<file path="src/rtl/clkgen_pkg.sv">
// Shared types and helpers for the multiphase clock generator.
package clkgen_pkg;

  typedef enum logic [1:0] {
    IDLE = 2'd0,
    HIGH = 2'd1,
    GAP  = 2'd2
  } state_t;

  localparam int unsigned DEFAULT_PHASES = 2;

  // Counter width able to hold max(high_cyc, gap_cyc), never below 1 bit.
  function automatic int unsigned cnt_w(input int unsigned high_cyc,
                                        input int unsigned gap_cyc);
    int unsigned m;
    m = (high_cyc > gap_cyc) ? high_cyc : gap_cyc;
    return ($clog2(m + 1) < 1) ? 1 : $clog2(m + 1);
  endfunction

endpackage

</file>
<file path="src/rtl/multiphase_clock_gen_phase_timer.sv">
// Loadable down-counter that flags terminal count; times HIGH and GAP intervals.
module phase_timer #(
  parameter int unsigned W = 1
) (
  input  logic         clk,
  input  logic         rst,
  input  logic         load,
  input  logic [W-1:0] load_val,
  output logic         done
);

  logic [W-1:0] count;

  always_ff @(posedge clk) begin
    if (rst) begin
      count <= '0;
    end else if (load) begin
      count <= load_val;
    end else if (count != '0) begin
      count <= count - W'(1);
    end
  end

  assign done = (count == '0);

endmodule

</file>
<file path="src/rtl/multiphase_clock_gen.sv">
// Rotating non-overlapping phase enables with run/stop, single-step and sync strobe.
module multiphase_clock_gen
  import clkgen_pkg::*;
#(
  parameter int unsigned PHASES   = DEFAULT_PHASES,
  parameter int unsigned HIGH_CYC = 1,
  parameter int unsigned GAP_CYC  = 1
) (
  input  logic                      CLK,
  input  logic                      RST,
  input  logic                      EN,
  input  logic                      STEP,
  output logic [PHASES-1:0]         PH,
  output logic                      O_S,
  output logic [$clog2(PHASES)-1:0] PH_IDX,
  output logic                      BUSY
);

  localparam int unsigned IW = $clog2(PHASES);
  localparam int unsigned CW = cnt_w(HIGH_CYC, GAP_CYC);
  localparam logic [CW-1:0] HIGH_LD = CW'(HIGH_CYC - 1);
  localparam logic [CW-1:0] GAP_LD  = (GAP_CYC > 0) ? CW'(GAP_CYC - 1) : '0;
  localparam logic [IW-1:0] LAST    = IW'(PHASES - 1);

  if (PHASES < 2 || PHASES > 16 || HIGH_CYC < 1 || HIGH_CYC > 255 || GAP_CYC > 255) begin : g_bad_params
    $error("multiphase_clock_gen: parameter out of range");
  end

  state_t          state, state_n;
  logic [IW-1:0]   idx, idx_n;
  logic            step_lat, step_n;
  logic            os_n;
  logic            load;
  logic [CW-1:0]   load_val;
  logic            done;
  logic            phase_end;
  logic [PHASES-1:0] ph_n;

  phase_timer #(.W(CW)) u_timer (
    .clk      (CLK),
    .rst      (RST),
    .load     (load),
    .load_val (load_val),
    .done     (done)
  );

  always_comb begin
    state_n   = state;
    idx_n     = idx;
    step_n    = step_lat;
    os_n      = 1'b0;
    load      = 1'b0;
    load_val  = HIGH_LD;
    phase_end = 1'b0;

    case (state)
      IDLE: begin
        if (EN || STEP) begin
          state_n = HIGH;
          idx_n   = '0;
          load    = 1'b1;
          os_n    = 1'b1;
          step_n  = STEP;
        end
      end
      HIGH: begin
        if (done) begin
          if (GAP_CYC > 0) begin
            state_n  = GAP;
            load     = 1'b1;
            load_val = GAP_LD;
          end else begin
            phase_end = 1'b1;
          end
        end
      end
      GAP:     phase_end = done;
      default: state_n = IDLE;
    endcase

    // Shared end-of-phase handling: advance, or decide run/stop at the major-cycle boundary.
    if (phase_end) begin
      load = 1'b1;
      if (idx != LAST) begin
        idx_n   = idx + IW'(1);
        state_n = HIGH;
      end else begin
        idx_n = '0;
        if (EN && !step_lat) begin
          state_n = HIGH;
          os_n    = 1'b1;
        end else begin
          state_n = IDLE;
          step_n  = 1'b0;
          load    = 1'b0;
        end
      end
    end
  end

  always_comb begin
    ph_n = '0;
    for (int unsigned i = 0; i < PHASES; i++) begin
      ph_n[i] = (state_n == HIGH) && (idx_n == IW'(i));
    end
  end

  always_ff @(posedge CLK) begin
    if (RST) begin
      state    <= IDLE;
      idx      <= '0;
      step_lat <= 1'b0;
      PH       <= '0;
      O_S      <= 1'b0;
    end else begin
      state    <= state_n;
      idx      <= idx_n;
      step_lat <= step_n;
      PH       <= ph_n;
      O_S      <= os_n;
    end
  end

  assign PH_IDX = idx;
  assign BUSY   = (state != IDLE);

endmodule

</file>
<file path="config.mk">
export PLATFORM = sky130hd
export DESIGN_NAME = multiphase_clock_gen
export DESIGN_NICKNAME = d
export VERILOG_FILES = /design/src/rtl/clkgen_pkg.sv /design/src/rtl/multiphase_clock_gen_phase_timer.sv /design/src/rtl/multiphase_clock_gen.sv
export SDC_FILE = /design/constraint.sdc
export NUM_CORES = 1
export LEC_CHECK = 0
export BUFFER_PORTS_ARGS = -buffer_cell sky130_fd_sc_hd__clkbuf_2
export CORE_AREA = 3 3 40 42
export CTS_CLUSTER_DIAMETER = 100
export DETAILED_ROUTE_END_ITERATION = 12
export DIE_AREA = 0 0 43 45
export GPL_ROUTABILITY_DRIVEN = 0
export MAX_ROUTING_LAYER = met4
export PLACE_DENSITY_LB_ADDON = 0.05
export RECOVER_POWER = 100
export SYNTH_ARGS = -nofsm -noshare
export SYNTH_HDL_FRONTEND = slang
export SYNTH_SLANG_ARGS = --single-unit
</file>
<file path="constraint.sdc">
create_clock -name CLK -period 1.05 [get_ports CLK]
set_input_delay 0.0525 -clock CLK [delete_from_list [all_inputs] [get_ports CLK]]
set_output_delay 0.0525 -clock CLK [all_outputs]
set_load 0.05 [all_outputs]
</file>
== Yosys cells after proc, flatten, opt, wreduce, memory -nomap -nowiden ==
Index checks and enable logic that the tools add are counted.
Word-level totals
  flip-flop bits (word level): 8
  output and inout bits: 5
Operators by class
  mux-type cells: 26
  add/subtract/negate cells: 2
  eq/ne operators: 3
  bitwise logic cells: 2
  reduce and logical (&&, ||, !) cells: 8
Operators with widths (count)
  2-to-1 mux 1 bit: 21
  2-to-1 mux 2 bit: 3
  case mux 2 bit (3 select lines): 1
  == test 2 x 1 -> 1 bit, second input constant: 2
  logical AND 1 bit: 3
  OR reduction 3 bit: 1
  == test 2 bit, second input constant: 1
  logical NOT 2 bit: 1
  NOT 1 bit: 2
  case mux 1 bit (2 select lines): 1
  nonzero test 2 bit: 1
  adder 1 bit, second input constant: 1
  logical NOT 1 bit: 1
  logical OR 1 bit: 1
  subtractor 1 bit, second input constant: 1

== Depth between registers and ports, before layout ==
Gate-level depths: netlist of the first run.
  word-level depth: 7
  depth in mapped cells: 4
  mapped depth without buffers: 3

== Hierarchy ==
A second synthesis of the first run with hierarchy kept.
Second synthesis, totals
  cell total of the unflattened synthesis: 44
  area, all modules: 372.9 um^2
Modules (own cells, without submodules)
  multiphase_clock_gen: sequential area each 140.1 um^2, area each 340.3 um^2, cells an instance 41, times used 1
  phase_timer: sequential area each 20.0 um^2, area each 32.5 um^2, cells an instance 3, times used 1

== Worst setup path after synthesis of the first run ==
OpenSTA, ideal clock, no wires.
  path kind: register -> register
  start: reg idx, in the netlist PH_IDX
  end: reg PH[0]
  arrival: 1273 ps
  cell stages (with the launch flop): 3
  buffers on the path: 0
  slack: -343 ps
  clock period less this slack: 1393 ps
  cells stage by stage: dfxtp_1 and4bb_1 o31a_1
Between the ends
  word-level cells in the longest chain between the ends: 5
Ends and longest elaborated chain
  from (decl): RTL line multiphase_clock_gen.sv:30  | logic [IW-1:0] idx, idx_n;
  from (signal assigned): RTL line multiphase_clock_gen.sv:117  | idx <= idx_n;
  adder 1 bit or 2-to-1 mux 1 bit (tied branches): RTL line multiphase_clock_gen.sv:85, multiphase_clock_gen.sv:58
  2-to-1 mux 1 bit, on equally long branches: RTL line multiphase_clock_gen.sv:84, multiphase_clock_gen.sv:56
  2-to-1 mux 1 bit: RTL line multiphase_clock_gen.sv:82  | if (phase_end) begin
  NOT 1 bit: RTL line multiphase_clock_gen.sv:104  | ph_n[i] = (state_n == HIGH) && (idx_n == IW'(i));
  logical AND 1 bit (*): RTL line multiphase_clock_gen.sv:104
  to (signal assigned): RTL line multiphase_clock_gen.sv:119  | PH <= ph_n;
  to (decl): RTL line multiphase_clock_gen.sv:13  | output logic [PHASES-1:0] PH,
Mark *: on every way between the ends. The rest lies on a longest branch, timed or not.
A chain may end at the register's enable or synchronous reset.

== Worst setup path in the final report of the first run ==
  start: reg state[1]
  end: reg PH[0]
Between the ends
  word-level cells in the longest chain between the ends: 5
Ends and longest elaborated chain
  from (decl): RTL line multiphase_clock_gen.sv:29  | state_t state, state_n;
  from (signal assigned): RTL line multiphase_clock_gen.sv:116  | state <= state_n;
  == test 2 bit (tied with other cells): RTL line multiphase_clock_gen.sv:56  | case (state)
  case mux 2 bit (3 select lines) (tied with other cells): RTL line multiphase_clock_gen.sv:56
  2-to-1 mux 2 bit or 2-to-1 mux 1 bit (tied branches): RTL line multiphase_clock_gen.sv:82
  == test 2 x 1 -> 1 bit or NOT 1 bit (tied branches): RTL line multiphase_clock_gen.sv:104
  logical AND 1 bit (*): RTL line multiphase_clock_gen.sv:104
Marked as above.

==> implementation parameters, run 1 <==
Parameter                              Value

Synthesis
  Number of warnings issued by yosys    0
  Per-instance average area after synthesis    9.849 um2
  Synth Instances    39
  Count of state elements after synthesis    8
  Unique cell type count in the Yosys netlist    25
  Cell area after synthesis    384.1 um2
  Synth Net Count    43
  Sequential fraction of the synthesis area    0.4169

Layout
  Most frequent standard cell in the layout excluding fill and tap cells    sky130_fd_sc_hd__clkbuf_2
  Non-filler cells, final    71
  Most used cells in the layout excluding fill and tap cells    sky130_fd_sc_hd__clkbuf_2, sky130_fd_sc_hd__buf_4, sky130_fd_sc_hd__dfxtp_1
  Number of nets in the finished design    61
  Post-synthesis to final-layout area growth    42.67%
  Fraction of layout cells with a size suffix above 1    0.5179
  Diode insertion count for antenna repair    0
  Number of fill cells    133

STA
  Hold slack    0.03855 ns
  Min setup slack post-route    0.03601 ns
  Setup violators final    0
  Maximum clock frequency    986.2 MHz
  Accumulated negative setup slack    0 ns
  Post-route clock period utilization    0.9657
  Tmin final    1.014 ns
  Clock Skews    0.007881 ns
  Number of hold-slack violations in the final timing report    0
  Pins Over Slew Limit    0
  RSZ-0062 raised after global routing    true

Global route
  Largest net degree at the start of global routing    11
  GRT Resource Usage Total    0.1046
  Total congestion overflow    0
  Initial antenna violation count    0
  Vias in the first global route    337
  Global-route wire length before repair    1.407 mm

Place
  Number of placed cells counting well taps    66
  Final HPWL DP    618.4 um
  Count of port buffers added during placement    8
  Post-place setup slack    -0.01857 ns

Pwr
  Total power density per cell area    1410 mW/mm2
  Leak Pwr    0.0002191 uW
  Worst IR Drop VDD    0.5973 mV

Worst setup path
  Largest driver fanout on the critical path    8
  Category of the worst setup path capture point    register
  Setup CP Type    register to register
  Critical path data required time    1.19 ns
  CP arrival    1.15 ns
  Startpoint Class    register

Flow run
  Max-cap viol count    0

CTS
  Clk Latency, worst-skew pair    0.25 ns
  # clock sinks    8
  Clock transition time at the flip-flop clock pins of the worst setup and hold paths    0.06 ns
  Buffer levels on the longest clock path    2
  CTS tree    built
  CTS Root Buffer Type    sky130_fd_sc_hd__clkbuf_4
  TritonCTS buffer count    3
  Count of hold-fix buffers inserted at cts    0
  Number of levels the H-tree was split into    1

Floorplan
  Row Count    13
  Area of the core    0.001285 mm2
  Full die area    0.001935 mm2
  Initial standard-cell utilization of the core    0.2989
  Chip width    43 um
  I/O pin count    9
  Die Height    45 um

Routing
  Iter 0 DRT Violations    2
  Post-route DRC    0
  Via density    4.972
  Total iterations of the first detailed-routing run    4
  Remaining number of nets flagged by the antenna check after routing    0
  Routed WL per cell    12.48 um
  Total number of vias    353
  Total detailed-routing wirelength    886 um

Status
  Run status    complete, no violations

Hold path
  Worst hold path class    primary input to register
## kinds of logic (layout without fill, tap and decap cells)
kind of cell / Yosys count / in the layout / share of synthesized area
buffers and inverters: 2 / 19 / 0.02931
other: 1 / 1 / 0.009763
AND/OR/NAND/NOR: 15 / 15 / 0.2736
AO/OA/AOI/OAI: 13 / 13 / 0.2703
flip-flops: 8 / 8 / 0.4169
## final timing paths
path | start | endpoint | slack (ns) | depth (start not counted)
max | state[1] | PH[0] | 0.04 | 2
min | RST | PH_IDX | 0.04 | 2
max reg2reg | state[1] | PH[0] | 0.04 | 2
min reg2reg | step_lat | O_S | 0.54 | 2
## sequential cells by signal, summed over array words and instances, names as in the netlist
| name | count |
|---|---|
| step_lat | 1 |
| PH | 2 |
| u_timer.count | 1 |
| state | 2 |
| O_S | 1 |
| PH_IDX | 1 |
## Yosys cell counts
| library cell | count | area share |
|---|---|---|
| sky130_fd_sc_hd__nor3_1 | 1 | 0.013 |
| sky130_fd_sc_hd__dfxtp_1 | 8 | 0.42 |
| sky130_fd_sc_hd__nand3b_1 | 2 | 0.039 |
| sky130_fd_sc_hd__conb_1 | 1 | 0.0098 |
| sky130_fd_sc_hd__a21boi_2 | 1 | 0.029 |
| sky130_fd_sc_hd__and4bb_1 | 1 | 0.033 |
| sky130_fd_sc_hd__o31a_1 | 1 | 0.023 |
| sky130_fd_sc_hd__nor2_2 | 1 | 0.016 |
| sky130_fd_sc_hd__a41oi_2 | 1 | 0.042 |
| sky130_fd_sc_hd__buf_4 | 1 | 0.020 |
| sky130_fd_sc_hd__o21ai_0 | 1 | 0.013 |
| sky130_fd_sc_hd__inv_1 | 1 | 0.0098 |
| sky130_fd_sc_hd__o31a_2 | 1 | 0.026 |
| sky130_fd_sc_hd__nor3b_1 | 1 | 0.020 |
| sky130_fd_sc_hd__nor2_1 | 1 | 0.0098 |
| sky130_fd_sc_hd__nand4b_1 | 2 | 0.046 |
| sky130_fd_sc_hd__a21bo_2 | 1 | 0.026 |
| sky130_fd_sc_hd__and3_1 | 1 | 0.016 |
| sky130_fd_sc_hd__or3b_1 | 1 | 0.023 |
| sky130_fd_sc_hd__o21a_1 | 2 | 0.039 |
| sky130_fd_sc_hd__nand2_1 | 2 | 0.020 |
| sky130_fd_sc_hd__nor4b_1 | 1 | 0.023 |
| sky130_fd_sc_hd__nand2b_1 | 1 | 0.016 |
| sky130_fd_sc_hd__a31oi_1 | 2 | 0.033 |
| sky130_fd_sc_hd__a21oi_1 | 3 | 0.039 |
## layer usage
layer,GRT usage,vias up,share of wire
li1,-,185,-
met1,0.1108,157,0.45
met2,0.1587,9,0.48
met3,0.03187,2,0.064
met4,0.09036,0,0.0056
met5,-,-,0
## report_power, final
part	total, uW	switching [uW]	internal (uW)
registers	342	21.5	321
logic	178	99.3	78.4
clock network	253	107	146
total	772	228	545
## cell type report
cell class              instances  area (um2)  area share
clock buffers                   4       26.28     0.04795
inverters                       1       3.754    0.006849
multi-input cells              29       231.5      0.4224
flip-flops and latches          8       172.7      0.3151
well taps                      15       18.77     0.03425
repair buffers                 14       95.09      0.1735
## stage by stage
step           utilization  cell area (um2)  power [uW]
2_1_floorplan            -            391.6       447.4
3_3_place_gp        0.3710            476.7       497.4
3_5_place_dp        0.3710            476.7       498.9
4_1_cts             0.4119            529.3       779.1
5_1_grt             0.4265            548.0       817.9
6_report            0.4265            548.0       772.5
## critical path: stages, from the launching register on
cell and delay [ns]:
sky130_fd_sc_hd__dfxtp_4 0.39, sky130_fd_sc_hd__and4bb_1 0.22, sky130_fd_sc_hd__o31a_1 0.29
## repair_timing
item,CTS,global route
setup buffers,1,0
endpoints found under the hold margin,0,0
setup endpoints to repair,2,6
pin swaps,1,2
gates resized for setup,6,7
cloned,0,0
Power figures use the tool's default switching activity.
==> run 2: changes to the inputs <==
- clock period: 1.05 -> 0.9 ns (I/O delays scaled with it)
==> implementation parameters, run 2 (synthesis results as in run 1) <==
Parameter                              Value

Pwr
  Fraction of power consumed by sequential logic    0.416 (-0.027)
  Switching Power    294.3 uW (+29%)
  Clock Power Share    0.323 (-0.004)
  Sw Share    0.3068 (+0.01175)
  Total power density per cell area    1446 mW/mm2 (+2.6%)
  Leak Pwr    0.0002693 uW (+23%)
  Worst IR Drop VDD    0.9705 mV (+62%)
  Comb power frac    0.261 (+0.031)
  Internal power    664.9 uW (+22%)

Global route
  Vias in the first global route    346 (+2.7%)
  Largest net degree at the start of global routing    9 (-2)
  Initial antenna violation count    0 (unchanged)
  GRT Resource Usage Total    0.1340 (+0.02939)
  Total congestion overflow    0 (unchanged)
  Global-route wire length before repair    1.662 mm (+18%)

CTS
  Number of levels the H-tree was split into    1 (unchanged)
  Buffer levels on the longest clock path    2 (unchanged)
  Clock transition time at the flip-flop clock pins of the worst setup and hold paths    0.06 ns (about the same)
  # clock sinks    8 (unchanged)
  CTS tree    built
  TritonCTS buffer count    3 (unchanged)
  CTS Root Buffer Type    sky130_fd_sc_hd__clkbuf_4
  Clk Latency, worst-skew pair    0.26 ns (about the same)

Worst setup path
  Startpoint Class    register
  Category of the worst setup path capture point    output pin
  Setup CP Type    register to output pin
  Largest driver fanout on the critical path    6 (-2)
  Timing startpoint of the critical path    state[0]
  Critical path data required time    0.85 ns (-0.34 ns)
  CP arrival    0.99 ns (-0.16 ns)
  Reg2Reg Depth    3 (+1)
  Startpoint of the worst-slack reg-to-reg timing path    state[1]

Layout
  Most used cells in the layout excluding fill and tap cells    sky130_fd_sc_hd__buf_4, sky130_fd_sc_hd__clkbuf_4, sky130_fd_sc_hd__buf_6
  Final non-filler cell area    663.1 um2 (+21%)
  Diode insertion count for antenna repair    0 (unchanged)
  Number of nets in the finished design    68 (+11%)
  Number of fill cells    127 (-4.5%)
  Final design utilization    0.5161 (+0.08958)
  Biggest registers after layout    PH (2), state (2)
  Most frequent standard cell in the layout excluding fill and tap cells    sky130_fd_sc_hd__buf_4
  Fraction of layout cells with a size suffix above 1    0.5873 (+0.06944)
  Post-synthesis to final-layout area growth    72.64%

Routing
  Total detailed-routing wirelength    1.092 mm (+23%)
  Total number of vias    399 (+13%)
  Via density    5.115 (+2.9%)
  Iter 0 DRT Violations    3 (+1)
  Total iterations of the first detailed-routing run    2 (-2)
  Routed WL per cell    14.00 um (+12%)
  Remaining number of nets flagged by the antenna check after routing    0 (unchanged)
  Post-route DRC    0 (unchanged)

Hold path
  Count of cells along the worst hold path    2 (unchanged)
  Hold wc startpoint    RST
  Worst hold path class    primary input to register

Place
  Final HPWL DP    678.4 um (+9.7%)
  Placed Instance Area    499.2 um2 (+4.7%)
  Count of port buffers added during placement    8 (unchanged)

Floorplan
  Chip width    43 um (unchanged)
  Area of the core    0.001285 mm2 (unchanged)
  I/O pin count    9 (unchanged)
  Die Height    45 um (unchanged)
  Row Count    13 (unchanged)
  Full die area    0.001935 mm2 (unchanged)
  Initial standard-cell utilization of the core    0.2989 (unchanged)

STA
  Post-route clock period utilization    1.154
  Number of hold-slack violations in the final timing report    0 (unchanged)
  Pins Over Slew Limit    0 (unchanged)
  RSZ-0062 raised after global routing    true
  Clock Skews    0.004512 ns (-0.003369 ns)
  Min setup slack post-route    -0.1387 ns (-0.1747 ns)
  Maximum clock frequency    962.7 MHz
  Setup violators final    8 (+8)
  Tmin final    1.039 ns

Status
  Run status    finished with violations
  Failing checks    negative setup slack

Flow run
  Max-cap viol count    0 (unchanged)
run 2: stage by stage:
stage                     setup WS, ns  std cells  setup TNS (ns)  total power [uW]  hold WS [ns]
after floorplan               -0.09145         39         -0.2126             528.3        0.1047
after global routing           -0.1968         78          -1.336              1044       0.02296
after detailed placement       -0.1500         67         -0.5870             594.0        0.2966
final                          -0.1387         78         -0.9082             959.2       0.03117
after CTS                      -0.1600         77         -0.9506             963.9       0.01093
after global placement         -0.1280         67         -0.3796             590.2        0.2928
run 2: power by group through the flow:
stage,combinational (uW),clock [uW],sequential (uW)
after floorplan,91.6,0,437
after global placement,184,0,406
after detailed placement,187,0,407
after CTS,230,337,397
after global routing,264,377,403
final,250,310,399
run 2: final timing paths:
| kind | end | slack, ns |
|---|---|---|
| setup / recovery | BUSY | -0.14 |
| hold / removal | PH[1] | 0.03 |
| setup reg to reg | state[0] | -0.14 |
| hold reg to reg | state[1] | 0.58 |
run 2: repair_timing:
item                                    4_1_cts  5_1_grt
buffers inserted                              6        1
gates resized for setup                      13       11
pin swaps                                     4        5
hold buffers                                  0        0
endpoints found under the setup margin        9       11
run 2: worst max-delay path: stages (launching register included):
cell and delay [ns]:
sky130_fd_sc_hd__dfxtp_4 0.37, sky130_fd_sc_hd__nor2_4 0.16, sky130_fd_sc_hd__inv_2 0.06, sky130_fd_sc_hd__buf_8 0.14
run 2: per-layer routing:
| metal | track usage | vias up | wire, um |
|---|---|---|---|
| met5 | - | - | 0 |
| met4 | 0.1265 | 0 | 25 |
| met3 | 0.04382 | 4 | 61 |
| met2 | 0.1946 | 9 | 537 |
| met1 | 0.1429 | 190 | 467 |
| li1 | - | 196 | - |
run 2: final cells by class:
type	instances	area (um2)	area share
Clock buffer	4	26.28	0.03962
Sequential cell	8	172.7	0.2604
Tap cell	15	18.77	0.02830
Timing Repair Buffer	21	197.7	0.2981
Multi-Input combinational cell	29	244.0	0.3679
Inverter	1	3.754	0.005660
==> run 3: changes to the inputs <==
- SETUP_SLACK_MARGIN: unset -> 0.05
==> implementation parameters, run 3 (synthesis results as in run 1) <==
Parameter                              Value

Routing
  Iter 0 DRT Violations    10 (+7)
  Via density    5.169 (+1.0%)
  Remaining number of nets flagged by the antenna check after routing    0 (unchanged)
  Post-route DRC    0 (unchanged)
  Total number of vias    398 (-0.25%)
  Total iterations of the first detailed-routing run    4 (+2)
  Routed WL per cell    14.53 um (+3.8%)
  Total detailed-routing wirelength    1.119 mm (+2.5%)

Worst setup path
  Buf+Inv Stages, Crit Path    2 (unchanged)
  Register-to-Register Setup Slack    -0.14 ns (about the same)
  CP delay by family, top    flip-flops
  Capture instance of the worst register-to-register path    PH[0]
  CP arrival    1.00 ns (about the same)
  Reg2Reg Depth    3 (unchanged)
  Master of the slowest instance on the critical path    sky130_fd_sc_hd__dfxtp_4
  Startpoint of the worst-slack reg-to-reg timing path    state[1]
  Startpoint Class    register
  Setup CP Type    register to output pin
  Critical path data required time    0.85 ns (about the same)
  Largest driver fanout on the critical path    6 (unchanged)
  Worst path max stage delay    0.37 ns (about the same)
  Cell chain of the critical path    nor2_4 > inv_2 > buf_8
  Category of the worst setup path capture point    output pin

Global route
  Total congestion overflow    0 (unchanged)
  Largest net degree at the start of global routing    9 (unchanged)
  Global-route wire length before repair    1.780 mm (+7.1%)
  GRT Resource Usage Total    0.1368 (+0.002812)
  Vias in the first global route    392 (+13%)
  Initial antenna violation count    0 (unchanged)

Pwr
  Sum of internal, switching and leakage power    969.6 uW (+1.1%)
  Clock Power Share    0.336 (+0.013)
  Fraction of power consumed by sequential logic    0.412 (-0.004)
  Total power density per cell area    1473 mW/mm2 (+1.9%)
  Sw Share    0.3203 (+0.01349)
  Comb power frac    0.252 (-0.009)
  Leak Pwr    0.0002648 uW (-1.6%)
  Internal power    659.0 uW (-0.88%)
  Worst IR Drop VDD    0.7947 mV (-18%)
  Switching Power    310.6 uW (+5.5%)

Layout
  Non-filler cells, final    77 (-1.3%)
  Post-synthesis to final-layout area growth    71.34%
  Fraction of layout cells with a size suffix above 1    0.6290 (+0.04173)
  Biggest registers after layout    PH (2), state (2)
  Most frequent standard cell in the layout excluding fill and tap cells    sky130_fd_sc_hd__buf_4
  Final non-filler cell area    658.1 um2 (-0.75%)
  Diode insertion count for antenna repair    0 (unchanged)
  Number of nets in the finished design    67 (-1.5%)
  Most used cells in the layout excluding fill and tap cells    sky130_fd_sc_hd__buf_4, sky130_fd_sc_hd__clkbuf_4, sky130_fd_sc_hd__buf_6
  Number of fill cells    126 (-0.79%)

Floorplan
  Chip width    43 um (unchanged)
  Row Count    13 (unchanged)
  Area of the core    0.001285 mm2 (unchanged)
  Die Height    45 um (unchanged)
  Initial standard-cell utilization of the core    0.2989 (unchanged)
  I/O pin count    9 (unchanged)
  Full die area    0.001935 mm2 (unchanged)

STA
  Pins Over Slew Limit    0 (unchanged)
  Clock Skews    0.008118 ns (+0.003606 ns)
  Tmin final    1.047 ns (+0.007832 ns)
  Maximum clock frequency    955.5 MHz (-0.75%)
  Min setup slack post-route    -0.1466 ns (-0.007832 ns)
  Setup violators final    9 (+1)
  Post-route clock period utilization    1.163 (+0.008702)
  Accumulated negative setup slack    -0.7881 ns (+0.1201 ns)
  Hold slack    0.03259 ns (+0.001422 ns)
  RSZ-0062 raised after global routing    true
  Number of hold-slack violations in the final timing report    0 (unchanged)

Hold path
  Hold wc startpoint    RST
  End point of the most critical hold path    state[1]
  Worst hold path class    primary input to register
  Count of cells along the worst hold path    2 (unchanged)

Status
  Run status    finished with violations
  Failing checks    negative setup slack

CTS
  # clock sinks    8 (unchanged)
  TritonCTS buffer count    3 (unchanged)
  Clk Latency, worst-skew pair    0.27 ns (about the same)
  CTS Root Buffer Type    sky130_fd_sc_hd__clkbuf_4
  Number of levels the H-tree was split into    1 (unchanged)
  Buffer levels on the longest clock path    2 (unchanged)
  CTS tree    built
  Clock transition time at the flip-flop clock pins of the worst setup and hold paths    0.06 ns (about the same)

Place
  Final HPWL DP    709.9 um (+4.6%)
  Number of placed cells counting well taps    70 (+4.5%)
  Placed Instance Area    521.8 um2 (+4.5%)
  Count of port buffers added during placement    8 (unchanged)

Flow run
  Max-cap viol count    0 (unchanged)
==> run 3: routing by layer <==
metal  global-route usage  vias to the layer above  wire (um)
li1                     -                      194          -
met1               0.1533                      190        482
met2               0.2036                        9        551
met3              0.03984                        5         49
met4               0.1084                        0         36
met5                    -                        -          0
==> run 3: stage by stage <==
step | worst slack (ns) | util
after CTS | -0.1665 | 0.4995
final | -0.1466 | 0.5122
after floorplan | -0.09134 | -
after detailed placement | -0.1165 | 0.4060
after global routing | -0.2042 | 0.5122
after global placement | -0.09732 | 0.4060
==> run 3: how the worst max path moves through the flow <==
stage / from / end / slack [ns] / cells past startpoint
3_3_place_gp: state[1] / PH[0] / -0.1 / 3
4_1_cts: state[1] / BUSY / -0.17 / 3
3_5_place_dp: state[1] / PH[0] / -0.12 / 3
5_1_grt: state[1] / PH_IDX / -0.20 / 4
6_report: state[1] / BUSY / -0.15 / 3
2_1_floorplan: PH_IDX / PH[0] / -0.09 / 2
==> run 3: what timing repair did <==
action,in CTS,in global routing
pin swaps,5,0
setup endpoints to repair,12,11
gates resized for setup,20,7
hold buffers,0,0
setup buffers,2,1
==> run 3: power by group through the flow <==
| stage | clock network, uW | registers (uW) | logic [uW] |
|---|---|---|---|
| 3_3_place_gp | 0 | 404 | 193 |
| 5_1_grt | 368 | 402 | 258 |
| 6_report | 326 | 400 | 244 |
| 2_1_floorplan | 0 | 437 | 91.6 |
| 4_1_cts | 335 | 398 | 237 |
| 3_5_place_dp | 0 | 406 | 197 |
==> run 3: cell type report <==
type | count | area [um2] | share of cell area
inverters | 1 | 3.754 | 0.005703
well taps | 15 | 18.77 | 0.02852
repair buffers | 20 | 182.7 | 0.2776
flip-flops and latches | 8 | 173.9 | 0.2643
multi-input cells | 29 | 252.7 | 0.3840
clock buffers | 4 | 26.28 | 0.03992
